**config.mk**
```make
export PLATFORM = sky130hd
export DESIGN_NAME = apb_wr_master
export DESIGN_NICKNAME = d
export VERILOG_FILES = /design/src/rtl/apb_wr_master.sv
export SDC_FILE = /design/constraint.sdc
export NUM_CORES = 1
export LEC_CHECK = 0
export BUFFER_PORTS_ARGS = -buffer_cell sky130_fd_sc_hd__buf_2
export CAP_MARGIN = 20
export CORE_UTILIZATION = 40
export CTS_BUF_LIST = sky130_fd_sc_hd__clkbuf_8
export DETAILED_ROUTE_END_ITERATION = 10
export PLACE_DENSITY = 0.75
export REMOVE_ABC_BUFFERS = 1
export SYNTH_ARGS = -nofsm -noshare
export SYNTH_HDL_FRONTEND = slang
export SYNTH_SLANG_ARGS = --single-unit
```
**constraint.sdc**
```tcl
create_clock -name ACLK_i -period 2 [get_ports ACLK_i]
set_clock_uncertainty 0.05 [all_clocks]
set_input_delay 0 -clock ACLK_i [delete_from_list [all_inputs] [get_ports ACLK_i]]
set_output_delay 0 -clock ACLK_i [all_outputs]
set_load 0.01 [all_outputs]
```
**src/rtl/apb_wr_master.sv**
```systemverilog
// APB write master: pops {id, addr, data} entries from the bridge FIFO,
// runs each as an APB write (SETUP then ACCESS) and returns ID + RESP on
// a valid/ready channel. A programmable ACCESS timeout aborts hung transfers.
//
// state   | meaning
// --------+--------------------------------------------------------------
// S_IDLE  | no transfer in flight, ready to pop the next FIFO entry
// S_SETUP | APB SETUP phase (PSEL=1, PENABLE=0), exactly one cycle
// S_ACCESS| APB ACCESS phase, waits for PREADY or the timeout
// S_RESP  | response offered; a new entry may be popped on acceptance
module apb_wr_master #(
  parameter int ID_NUM      = 4,
  parameter int ADDR_W      = 12,
  parameter int DATA_W      = 32,
  parameter int TIMEOUT_CYC = 256
) (
  input  logic                            ACLK_i,
  input  logic                            ARESETn_i,
  input  logic                            fifo_rvld_i,
  output logic                            fifo_rrdy_o,
  input  logic [ID_NUM+ADDR_W+DATA_W-1:0] fifo_rpayload_i,
  output logic [ADDR_W-1:0]               PADDR_o,
  output logic                            PSEL_o,
  output logic                            PENABLE_o,
  output logic                            PWRITE_o,
  output logic [DATA_W-1:0]               PWDATA_o,
  input  logic                            PREADY_i,
  input  logic                            PSLVERR_i,
  output logic                            rsp_vld_o,
  input  logic                            rsp_rdy_i,
  output logic [ID_NUM-1:0]               rsp_id_o,
  output logic [1:0]                      rsp_resp_o,
  output logic                            timeout_o
);

  localparam int PAY_W = ID_NUM + ADDR_W + DATA_W;
  // A zero TIMEOUT_CYC disables the abort; keep the counter at least 1 bit wide.
  localparam int CNT_W = (TIMEOUT_CYC > 0) ? $clog2(TIMEOUT_CYC + 1) : 1;
  localparam bit TO_EN = (TIMEOUT_CYC != 0);
  localparam logic [CNT_W-1:0] CNT_LAST = (TIMEOUT_CYC > 0) ? CNT_W'(TIMEOUT_CYC - 1) : '0;

  localparam logic [1:0] RESP_OKAY   = 2'b00;
  localparam logic [1:0] RESP_SLVERR = 2'b10;

  typedef enum logic [1:0] {
    S_IDLE   = 2'd0,
    S_SETUP  = 2'd1,
    S_ACCESS = 2'd2,
    S_RESP   = 2'd3
  } state_e;

  state_e              state_q;
  logic [ID_NUM-1:0]   id_q;
  logic [ADDR_W-1:0]   addr_q;
  logic [DATA_W-1:0]   data_q;
  logic [1:0]          resp_q;
  logic                psel_q;
  logic                penable_q;
  logic                rsp_vld_q;
  logic                timeout_q;
  logic [CNT_W-1:0]    cnt_q;
  logic                pop;

  // Pop request is the only input-to-output path; held low while in reset.
  assign fifo_rrdy_o = ARESETn_i & ((state_q == S_IDLE) | ((state_q == S_RESP) & rsp_rdy_i));
  assign pop         = fifo_rvld_i & fifo_rrdy_o;

  assign PADDR_o    = addr_q;
  assign PWDATA_o   = data_q;
  assign PSEL_o     = psel_q;
  assign PENABLE_o  = penable_q;
  assign PWRITE_o   = psel_q;
  assign rsp_vld_o  = rsp_vld_q;
  assign rsp_id_o   = id_q;
  assign rsp_resp_o = resp_q;
  assign timeout_o  = timeout_q;

  // Transfer sequencer with registered APB and response outputs.
  always_ff @(posedge ACLK_i or negedge ARESETn_i) begin
    if (!ARESETn_i) begin
      state_q   <= S_IDLE;
      id_q      <= '0;
      addr_q    <= '0;
      data_q    <= '0;
      resp_q    <= RESP_OKAY;
      psel_q    <= 1'b0;
      penable_q <= 1'b0;
      rsp_vld_q <= 1'b0;
      timeout_q <= 1'b0;
      cnt_q     <= '0;
    end else begin
      timeout_q <= 1'b0;
      if (pop) begin
        id_q   <= fifo_rpayload_i[PAY_W-1 -: ID_NUM];
        addr_q <= fifo_rpayload_i[DATA_W +: ADDR_W];
        data_q <= fifo_rpayload_i[DATA_W-1:0];
      end
      case (state_q)
        S_IDLE: begin
          if (pop) begin
            state_q <= S_SETUP;
            psel_q  <= 1'b1;
          end
        end
        S_SETUP: begin
          state_q   <= S_ACCESS;
          penable_q <= 1'b1;
        end
        S_ACCESS: begin
          if (PREADY_i) begin
            resp_q    <= PSLVERR_i ? RESP_SLVERR : RESP_OKAY;
            cnt_q     <= '0;
            state_q   <= S_RESP;
            psel_q    <= 1'b0;
            penable_q <= 1'b0;
            rsp_vld_q <= 1'b1;
          end else if (TO_EN && (cnt_q == CNT_LAST)) begin
            resp_q    <= RESP_SLVERR;
            timeout_q <= 1'b1;
            cnt_q     <= '0;
            state_q   <= S_RESP;
            psel_q    <= 1'b0;
            penable_q <= 1'b0;
            rsp_vld_q <= 1'b1;
          end else begin
            cnt_q <= cnt_q + 1'b1;
          end
        end
        S_RESP: begin
          if (rsp_rdy_i) begin
            rsp_vld_q <= 1'b0;
            // Back-to-back: the next entry was popped this same cycle.
            if (fifo_rvld_i) begin
              state_q <= S_SETUP;
              psel_q  <= 1'b1;
            end else begin
              state_q <= S_IDLE;
            end
          end
        end
        default: state_q <= S_IDLE;
      endcase
    end
  end

endmodule

```
Word-level counts from Yosys, hierarchy flattened
Index checks and enable logic that the tools add are counted. Widths: inputs -> output; s select.

Bits in registers: 65. Word-level logic and storage cells: 58. Input port bits: 54. Output and inout port bits: 56.

Equal/unequal tests: 8. Add/sub/neg operators: 1. Mux-type cells: 25. Bitwise logic cells: 4. Reduce and logical (&&, ||, !) cells: 10.

Operators by type and width (count): $mux 9 (2); $mux 2 (7); $mux 1 (12); $add 9x1->9 const B (1); $eq 9x8->1 const B (1); $pmux 2 s4 (1); $ne 2x2->1 const B (3); $reduce_and 3->1 (2); $reduce_bool 2->1 (3); $reduce_and 5->1 (1); $eq 2x2->1 const B (2); $pmux 1 s2 (2); $reduce_and 2->1 (2); $and 1x1->1 (3); $ne 3x3->1 const B (1); $pmux 1 s3 (1); $reduce_bool 3->1 (1); $eq 2x1->1 const B (1); $logic_not 2->1 (1); $or 1x1->1 (1).

Logic depth before layout (Yosys ltp)
Gate-level depths: netlist (run 1).

Depth in word-level cells: 7. Depth in mapped cells: 8. Gate-level depth less buffers: 6.

Worst setup path before layout (run 1)
No wires, ideal clock.

Path kind: register to register. Start point: register state_q[0]. End point: register addr_q[0], in the netlist PADDR_o[0]. Library setup time: 125 ps. Buffers on the path: 2. Required time: 1825 ps. Period minus slack after synthesis: 1761 ps. Arrival time: 1586 ps. Stages on the path, launching flop included: 9. Slack: 239 ps. Cells stage by stage: dfrtp_1 inv_1 ha_1 a21oi_1 nor2b_2 nand2_1 buf_6 buf_6 mux2_4.

Longest elaborated chain between the ends: 5. Elaborated cells between the ends (all ways): 6. Classes of those cells: 1 x eq/ne; 4 x bitwise; 1 x reduce/logical.

RTL lines: start, declared (line 52) `state_e state_q;`; start signal, assigned (line 81) `state_q <= S_IDLE;`; start signal, assigned (line 101) `state_q <= S_SETUP;`; start signal, assigned (line 106) `state_q <= S_ACCESS;`; $eq 2x2->1 (line 65) `assign fifo_rrdy_o = ARESETn_i & ((state_q == S_IDLE) | ((state_q == S_RESP) & rsp_rdy_i));`; $and 1x1->1 (line 65); $or 1x1->1 (*) (line 65); $and 1x1->1 (*) (line 65); net fifo_rrdy_o (line 20) `output logic fifo_rrdy_o,`; $and 1x1->1 (*) (line 66) `assign pop = fifo_rvld_i & fifo_rrdy_o;`; end signal, assigned (line 95) `addr_q <= fifo_rpayload_i[DATA_W +: ADDR_W];`; end, declared (line 54) `logic [ADDR_W-1:0] addr_q;`.

The timed path passes the listed nets; every way through them passes the cells marked *. A chain may end at the register's enable or synchronous reset.

Worst setup path in the final report (run 1)
Start point: register state_q[0]. End point: register id_q[3], in the netlist rsp_id_o[3].

Longest elaborated chain between the ends: 5. Elaborated cells between the ends (all ways): 6. Classes of those cells: 1 x eq/ne; 4 x bitwise; 1 x reduce/logical.

RTL lines: $eq 2x2->1 (line 65); $and 1x1->1 (line 65); $or 1x1->1 (*) (line 65); $and 1x1->1 (*) (line 65); $and 1x1->1 (*) (line 66); end signal, assigned (line 94) `id_q <= fifo_rpayload_i[PAY_W-1 -: ID_NUM];`; end, declared (line 53) `logic [ID_NUM-1:0] id_q;`.

Every way passes the cells marked *; elsewhere a longest branch is shown, timed or not.

==> results.md, run 1 <==
- EDFF count, synth: 0
- TritonRoute pass-1 iters: 4
- Post-DP HPWL: a little under 4 mm
- Setup TNS: 0 ps
- Hold_sp: fifo_rvld_i
- Fin. max-slew vios: 0
- DRC viols: 0
- Power per cell area: ~1400 nW/um2
- Final period util: 0.9172
- Max cap viols: 0
- Drt total wl: ~6.4 mm
- Die Height: 85.56 um
- GRT Overall Usage: 0.1841
- Post-CTS Setup Bufs: 0
- RSZ-0062 raised after global routing: false
- DR WL/cell: around 14 um
- IO Pins: 110
- Top post-synthesis cells by count: 64 x dfrtp_1, 29 x mux2_2, 22 x mux2_4, 7 x inv_1
- Area Overhead vs Synth: 49.06%
- Mapped Cells: 190
- Reg2reg setup slack: about 170 ps
- First-pass GRT wire length: approximately 10 mm
- Worst-path fanout max: 25
- Post-Syn Area: ~2800 um2
- Fraction of layout cells with a size suffix above 1: 0.5179
- DR vias/cell: 4.779
- CTS Buffer Depth: 2
- Post-synth top flop: dfrtp_1
- Post-layout net count: 418
- RD Place Congestion: between 0.8 and 0.9
- Final setup vio count: 0
- Remaining global-route overflow: 0
- Largest net degree at the start of global routing: 65
- Root Driver: clkbuf_8
- Synth area leaders: dfrtp_1 57%, mux2_4 12%, mux2_2 12%
- Routed vias: roughly 2100
- Area after DPL: between 3000 and 4000 um2
- Setup WS post-layout: roughly 170 ps
- DR iter-0 viols: ~50
- Worst-case vdd ir drop: slightly above 0.7 mV
- Rows: 30
- Port bufs: approximately 110
- Fin. Hold Viols: 0
- Starting Density: 0.4133
- Ys Warns: 0
- Worst-skew pair later-pin latency: between 300 and 400 ps
- Startpoint type of the worst setup path: flip-flop
- Fillers: roughly 540
- Status: completed
- Leak: about 2.1 nW
- Min-Delay Path Class: input port to flip-flop
- Post-synth ARST share: 1.000
- Num CTS Buffers: 9
- Final Cell Area: around 4200 um2
- Worst Path Required: between 2000 and 2500 ps
- Cell variety after synth: 40
- Placed cell count: about 380
- Vias in the first global route: between 2000 and 2500
- N_diodes: 0
- Reg-to-Reg Start: state_q[0]
- Post-DRT Antenna Nets: 0
- Post-synthesis sequential area ratio: 0.5735
- Die width: 85.56 um
- Clock sink total: 64
- Synth top area share: 0.5735
- #FFs+latches synth: 64
- Least-Margin Pin Slew: 792.9 ps
- Post-Syn Area per Cell: between 10 and 15 um2
- Synth area leader: dfrtp_1
- Min cycle time layout: about 1800 ps
- TritonCTS clock tree: built
- Die ar.: 7320 um2
- Element type at the critical path end: flip-flop
- H-tree Lvls: 3
- Initial antenna violation count: 0
- Slew headroom: 0.4714
- Worst EP arrival: ~2000 ps
- Clk slew on worst S/H paths: 70 ps
- Critical Path Source: state_q[0]
- Setup CP Type: flip-flop to flip-flop
- Most numerous cell in the Yosys netlist: dfrtp_1
- Post-Place Setup Slack: approximately 140 ps
- F_max: about 550 MHz
- Post-Layout Cell Count: roughly 440
- Core region area: 6756 um2
==> area by class of cell <==
class	instances	area [um2]	area share
Inverter	7	26.28	0.006312
Clock inverter	7	95.09	0.02284
Multi-Input combinational cell	111	1101	0.2645
Sequential cell	64	1602	0.3847
Tap cell	80	100.1	0.02405
Timing Repair Buffer	165	1115	0.2678
Clock buffer	9	123.9	0.02976
==> logic make-up after synthesis <==
family | synth area share
muxes | 0.2388
and+or+nand+nor | 0.06587
other | 0.001343
xor gates and xnor gates | 0.009410
adders and majority gates | 0.02688
buffers and inverters | 0.03315
DFF | 0.5735
AOI/OAI and AO/OA | 0.05108
==> layer usage <==
layer  vias up  GRT usage  wire length, um
li1        997          -                -
met1      1037     0.2087             2609
met2        75     0.3251             3354
met3         8    0.04716              304
met4         0    0.08636               87
met5         -          0                0
==> layout by cell type, fill, tap and decap left out, types with 2 or more instances in the layout <==
cell type,instances
buf_4,3
nor2_1,4
bufinv_16,2
nand4_1,2
a21oi_1,4
nand2_1,5
and3_1,2
buf_2,108
ha_1,6
o21ai_0,6
mux2_2,29
dfrtp_1,64
clkbuf_8,9
o2bb2ai_1,2
xor2_1,3
nand2_2,2
nor3_1,2
inv_1,7
clkinv_2,2
dlygate4sd3_1,52
mux2_4,22
==> repair_timing <==
action / in CTS / in global routing
hold buffers: 52 / 0
gates resized for setup: 0 / 1
setup endpoints to repair: 0 / 10
endpoints found under the hold margin: 116 / 0
==> where the power goes <==
group / switching (mW) / internal, mW
combinational: 1.05 / 1.29
sequential: 0.336 / 1.88
clock: 0.498 / 0.703
total: 1.88 / 3.87
==> critical path, stage by stage, from the launching register on <==
cell and delay [ps]:
dfrtp_1 400, inv_1 120, ha_1 230, a21oi_1 150
nor2b_2 70, nand2_2 120, buf_12 210, mux2_2 360
==> path summary, 6_finish.rpt <==
path                                end  cells after the start
setup / recovery            rsp_id_o[3]                      7
min in group asynchronous        PSEL_o                      3
hold / removal                   PSEL_o                      5
max in group asynchronous    PADDR_o[0]                      3
hold reg to reg            PWDATA_o[16]                      1
setup reg to reg            rsp_id_o[3]                      7
==> flip-flops by register name (all words and copies together), names as in the netlist <==
name and cells:
PADDR_o 12, PENABLE_o 1, PSEL_o 1, PWDATA_o 32, cnt_q 9, rsp_id_o 4
rsp_resp_o 1, rsp_vld_o 1, state_q 2, timeout_o 1
==> per-stage QoR <==
stage               total power [mW]  hold slack, ps  utilization
global route                   6.123           145.9       0.6161
finish                         5.749           136.0       0.6161
floorplan                      3.587          -345.6            -
CTS                            5.769           103.0       0.6156
detailed placement             4.459           172.8       0.5061
global placement               4.372           162.9       0.5061
(Power assumes the default switching activity.)
==> run 2, diff against run 1 <==
- PLACE_DENSITY: 0.75 -> 0.71
==> run 2 against run 1 <==
  * First-iteration DRC count grew 92%
  * Non-clock buffer count is the same
  * Total power shrank 2.8%
  * Flip-flop and latch count is the same
  * Register-to-register slack lost 30 ps
  * Via count shrank 2.5%
  * Highest routed layer unchanged
==> results.md, run 2 (synthesized netlist as in run 1, its figures left out) <==
- Die width: roughly 86 um
- Remaining global-route overflow: 0
- Max cap viols: 0
- Fin. Hold Viols: 0
- DR iter-0 viols: 94
- Vias in the first global route: approximately 2200
- Max reg flops: 32
- Post-DRT Antenna Nets: 0
- Switching power of the nets: 1.833 mW
- Comb pwr share: 0.416
- Num CTS Buffers: 9
- Worst-path cell chain: inv_1, ha_1, a21oi_1, nor2b_2, nand2_2, buf_4, mux2_2
- RSZ-0062 raised after global routing: false
- Worst Path Required: 2170 ps
- Leak: between 2 and 2.5 nW
- Slowest-stage cell, CP: dfrtp_1
- Fillers: 554
- DR WL/cell: 14.30 um
- Final Cell Area: roughly 4100 um2
- Final period util: 0.9305
- CTS Buffer Depth: 2
- Min-Delay Path Class: input port to flip-flop
- Util after Layout: 0.6107
- Area Overhead vs Synth: 47.76%
- H-tree Lvls: 3
- Initial antenna violation count: 0
- Internal power: 3.754 mW
- Worst EP arrival: slightly above 2000 ps
- Critical path's largest stage delay: 400 ps
- Routed vias: about 2100
- Setup CP Type: flip-flop to flip-flop
- Element type at the critical path end: flip-flop
- Post-layout net count: between 400 and 500
- Clock sink total: 64
- Root Driver: clkbuf_8
- Design Power: about 5.6 mW
- Worst-case vdd ir drop: 0.6861 mV
- TritonCTS clock tree: built
- DR vias/cell: 4.670
- Drt total wl: 6.322 mm
- Sw frac: 0.3281
- Final setup vio count: 0
- Most common cell after layout, fill and taps aside: buf_2
- Startpoint type of the worst setup path: flip-flop
- DRC viols: 0
- Fraction of layout cells with a size suffix above 1: 0.5138
- Post-CTS Setup Bufs: 0
- TritonRoute pass-1 iters: 6
- Worst-skew pair later-pin latency: around 330 ps
- Clock power frac: 0.191
- Post-DP HPWL: 3.845 mm
- Status: completed
- Port bufs: approximately 110
- N_diodes: 0
- Starting Density: 0.4133
- GRT Overall Usage: 0.1872
- IO Pins: 110
- F_max: ~540 MHz
- Die ar.: 7320 um2
- Sequential share of power: 0.393
- Clk slew on worst S/H paths: 70 ps
- Die Height: 85.56 um
- Area after DPL: about 3400 um2
- Worst-path fanout max: 15
- Most frequent cells in the layout: 108 x buf_2, 64 x dfrtp_1, 52 x dlygate4sd3_1, 29 x mux2_2, 22 x mux2_4
- First-pass GRT wire length: about 10 mm
- Min cycle time layout: roughly 1900 ps
- Fin. max-slew vios: 0
- Setup TNS: 0 ps
- Largest net degree at the start of global routing: 35
- Power per cell area: 1354 nW/um2
- Core region area: 6756 um2
- Rows: 30
- RD Place Congestion: 0.8025
run 2: final cells by class:
class / count / area (um2) / share of cell area
Timing Repair Buffer: 165 / 1111 / 0.2693
Clock inverter: 5 / 48.80 / 0.01183
Sequential cell: 64 / 1602 / 0.3881
Clock buffer: 10 / 137.6 / 0.03335
Inverter: 7 / 26.28 / 0.006367
Tap cell: 80 / 100.1 / 0.02426
Multi-Input combinational cell: 111 / 1101 / 0.2668
run 2: stage by stage:
stage          hold WS, ps  setup slack [ps]  cells
3_5_place_dp         58.64             141.8    375
3_3_place_gp         52.17             214.1    375
4_1_cts              96.70             128.9    442
5_1_grt              119.8             10.89    442
6_report             125.3             139.1    442
2_1_floorplan       -345.6            -767.3    182
run 2: path summary, 6_finish.rpt:
path | start | end | slack (ps) | cells past startpoint
max in group asynchronous | ARESETn_i | PADDR_o[7] | 1360 | 3
max reg2reg | state_q[0] | PWDATA_o[8] | 140 | 7
max | state_q[0] | PWDATA_o[8] | 140 | 7
min | fifo_rvld_i | PSEL_o | 130 | 5
min reg2reg | PWDATA_o[9] | PWDATA_o[9] | 450 | 1
min in group asynchronous | ARESETn_i | PADDR_o[8] | 220 | 3
run 2: power groups by stage:
stage	registers, mW	logic (mW)	clock network, mW
floorplan	2.46	1.13	0
global placement	2.18	2.17	0
detailed placement	2.20	2.24	0
CTS	2.18	2.32	1.10
global route	2.27	2.51	1.17
finish	2.20	2.32	1.07
run 2: critical path, delay by kind of cell (launching register included):
kind,cells,cell delay [ps]
flip-flops,1,400
AO/OA/AOI/OAI,1,150
adder cells (fa/ha/maj),1,230
multiplexers,1,370
AND/OR/NAND/NOR,2,170
buffers and inverters,2,390
run 2: layer usage:
layer / vias to the layer above / part of all wire / GRT usage
met2: 72 / 0.49 / 0.3098
met4: 0 / 0.023 / 0.1076
li1: 997 / - / -
met5: - / 0 / 0
met3: 15 / 0.056 / 0.04812
met1: 980 / 0.43 / 0.2221
run 2: timing repair:
item / in CTS / in global routing
hold buffers: 52 / 0
gates resized for setup: 0 / 0
endpoints found under the hold margin: 116 / 0
==> run 3, diff against run 2 <==
- CORE_UTILIZATION: 40 -> 25
- PLACE_DENSITY: 0.71 -> 0.5
==> run 3 against run 2 <==
  * Combinational power barely moved
  * Maximum frequency shrank 0.19%
  * Non-clock buffer count is 2 higher
==> results.md, run 3 (synthesized netlist as in run 1, its figures left out) <==
- Leak: approximately 2.1 nW
- Vias in the first global route: ~2100
- N_diodes: 0
- Post-Layout Cell Count: 505
- Die width: ~110 um
- M2 GR Usage: 0.1937
- Final hold slack: slightly above 90 ps
- Status: completed
- Die ar.: around 12000 um2
- Comb pwr share: 0.426
- Setup TNS: 0 ps
- Root Driver: clkbuf_8
- Gr busiest metal: met2
- Worst-path fanout max: 25
- Most common cell after layout, fill and taps aside: buf_2
- Drt total wl: between 6 and 7 mm
- Clock power frac: 0.176
- CTS Buffer Depth: 2
- RSZ-0062 raised after global routing: false
- Area after DPL: roughly 3500 um2
- Core region area: 10840 um2
- DR iter-0 viols: between 50 and 60
- Largest net degree at the start of global routing: 63
- Max cap viols: 0
- Port bufs: 108
- Worst EP arrival: just over 2000 ps
- Min-Delay Path Class: input port to flip-flop
- DR vias/cell: around 4.1
- Slowest-stage cell, CP: dfrtp_1
- Worst-case vdd ir drop: 0.5208 mV
- TritonRoute pass-1 iters: 4
- CP delay by family, top: flip-flops
- Fin. Hold Viols: 0
- Initial antenna violation count: 0
- Element type at the critical path end: flip-flop
- IO Pins: 110
- Post-DRT Antenna Nets: 0
- DRC viols: 0
- GRT Overall Usage: 0.1129
- Starting Density: 0.2576
- Worst-skew pair later-pin latency: 330 ps
- Clk slew on worst S/H paths: about 70 ps
- Reg2reg setup slack: roughly 140 ps
- Met3 Track Usage GR: 0.03692
- H-tree Lvls: 3
- Startpoint type of the worst setup path: flip-flop
- Final Cell Area: 4210 um2
- Setup CP Type: flip-flop to flip-flop
- Fillers: approximately 1100
- Sw frac: 0.3380
- Internal power: 3.624 mW
- Clock sink total: 64
- Worst-path cell chain: inv_1, ha_1, a21oi_1, nor2b_2, nand2_4, buf_12, mux2_2
- Num CTS Buffers: 9
- First-pass GRT wire length: about 10 mm
- Setup WS post-layout: approximately 140 ps
- Area Overhead vs Synth: 50.76%
- Met1 GRT Util: 0.1282
- Least-Margin Pin Slew: approximately 790 ps
- Final setup vio count: 0
- Switching power of the nets: 1.850 mW
- Reg-to-Reg Start: state_q[0]
- Die Height: between 100 and 150 um
- Power per cell area: between 1000 and 1500 nW/um2
- Fin. max-slew vios: 0
- Hold_sp: fifo_rvld_i
- F_max: 536.3 MHz
- DR WL/cell: 12.84 um
- Post-CTS Setup Bufs: 0
- Slew headroom: 0.4747
- Post-DP HPWL: around 4.2 mm
- Post-layout net count: 420
- Min cycle time layout: around 1900 ps
- Placed cell count: between 400 and 500
- TritonCTS clock tree: built
- Hold depth: 3
- Total buffers and inverters traversed by the critical path: 2
- RR Endpoint: PWDATA_o[14]
- R2r worst-path depth: 7
- Rows: 38
- Most frequent cells in the layout: 108 x buf_2, 64 x dfrtp_1, 53 x dlygate4sd3_1, 29 x mux2_2, 22 x mux2_4
- Remaining global-route overflow: 0
- Final period util: 0.9322
- Critical path's largest stage delay: roughly 400 ps
- Hold endpoint: rsp_id_o[2]
- Fraction of layout cells with a size suffix above 1: 0.5178
- RD Place Congestion: 0.7387
- Max reg flops: 32
- Sequential share of power: 0.398
- Worst Path Required: 2170 ps
- Post-Place Setup Slack: between 70 and 80 ps
- Routed vias: 2081
- Critical Path Source: state_q[0]
==> run 3: area by class of cell <==
cell class,count,area [um2],area share
clock buffers,9,123.9,0.02942
clock inverters,7,48.80,0.01159
well taps,140,175.2,0.04160
flip-flops and latches,64,1602,0.3804
inverters,7,26.28,0.006241
multi-input cells,111,1106,0.2627
repair buffers,167,1129,0.2681
==> run 3: what timing repair did <==
item                       CTS  global route
hold buffers                53             0
setup endpoints to repair    0            42
hold endpoints to repair   116             0
gates resized for setup      0             1
==> run 3: power groups by stage <==
stage                     registers [mW]  clock network (mW)  logic [mW]
after detailed placement            2.20                   0        2.27
after global placement              2.18                   0        2.25
after CTS                           2.18                1.03        2.37
final                               2.18               0.964        2.33
after floorplan                     2.46                   0        1.13
after global routing                2.24                1.08        2.55
==> run 3: how the worst max path moves through the flow <==
stage / to / slack, ps / depth (start not counted)
6_report: PWDATA_o[14] / 140 / 7
5_1_grt: PADDR_o[11] / 10 / 7
4_1_cts: PWDATA_o[16] / 60 / 7
3_5_place_dp: PWDATA_o[9] / 70 / 7
3_3_place_gp: PADDR_o[11] / 130 / 7
2_1_floorplan: PADDR_o[10] / -770 / 6
==> run 3: through the flow <==
stage | util | power [mW]
floorplan | - | 3.587
global placement | 0.3231 | 4.428
detailed placement | 0.3231 | 4.473
CTS | 0.3879 | 5.575
global route | 0.3884 | 5.880
finish | 0.3884 | 5.473
==> run 3: per-layer routing <==
layer  wire [um]  part of all wire
met3         378             0.058
met4          66             0.010
met2        3246              0.50
met1        2793              0.43
met5           0                 0
==> run 3: worst reg2reg max path, delay by kind of cell, from the launching register on <==
kind | cells | cell delay [ps]
compound gates | 1 | 160
fa+ha+maj | 1 | 230
buf+inv | 2 | 330
flops | 1 | 400
mux | 1 | 370
simple gates | 2 | 220
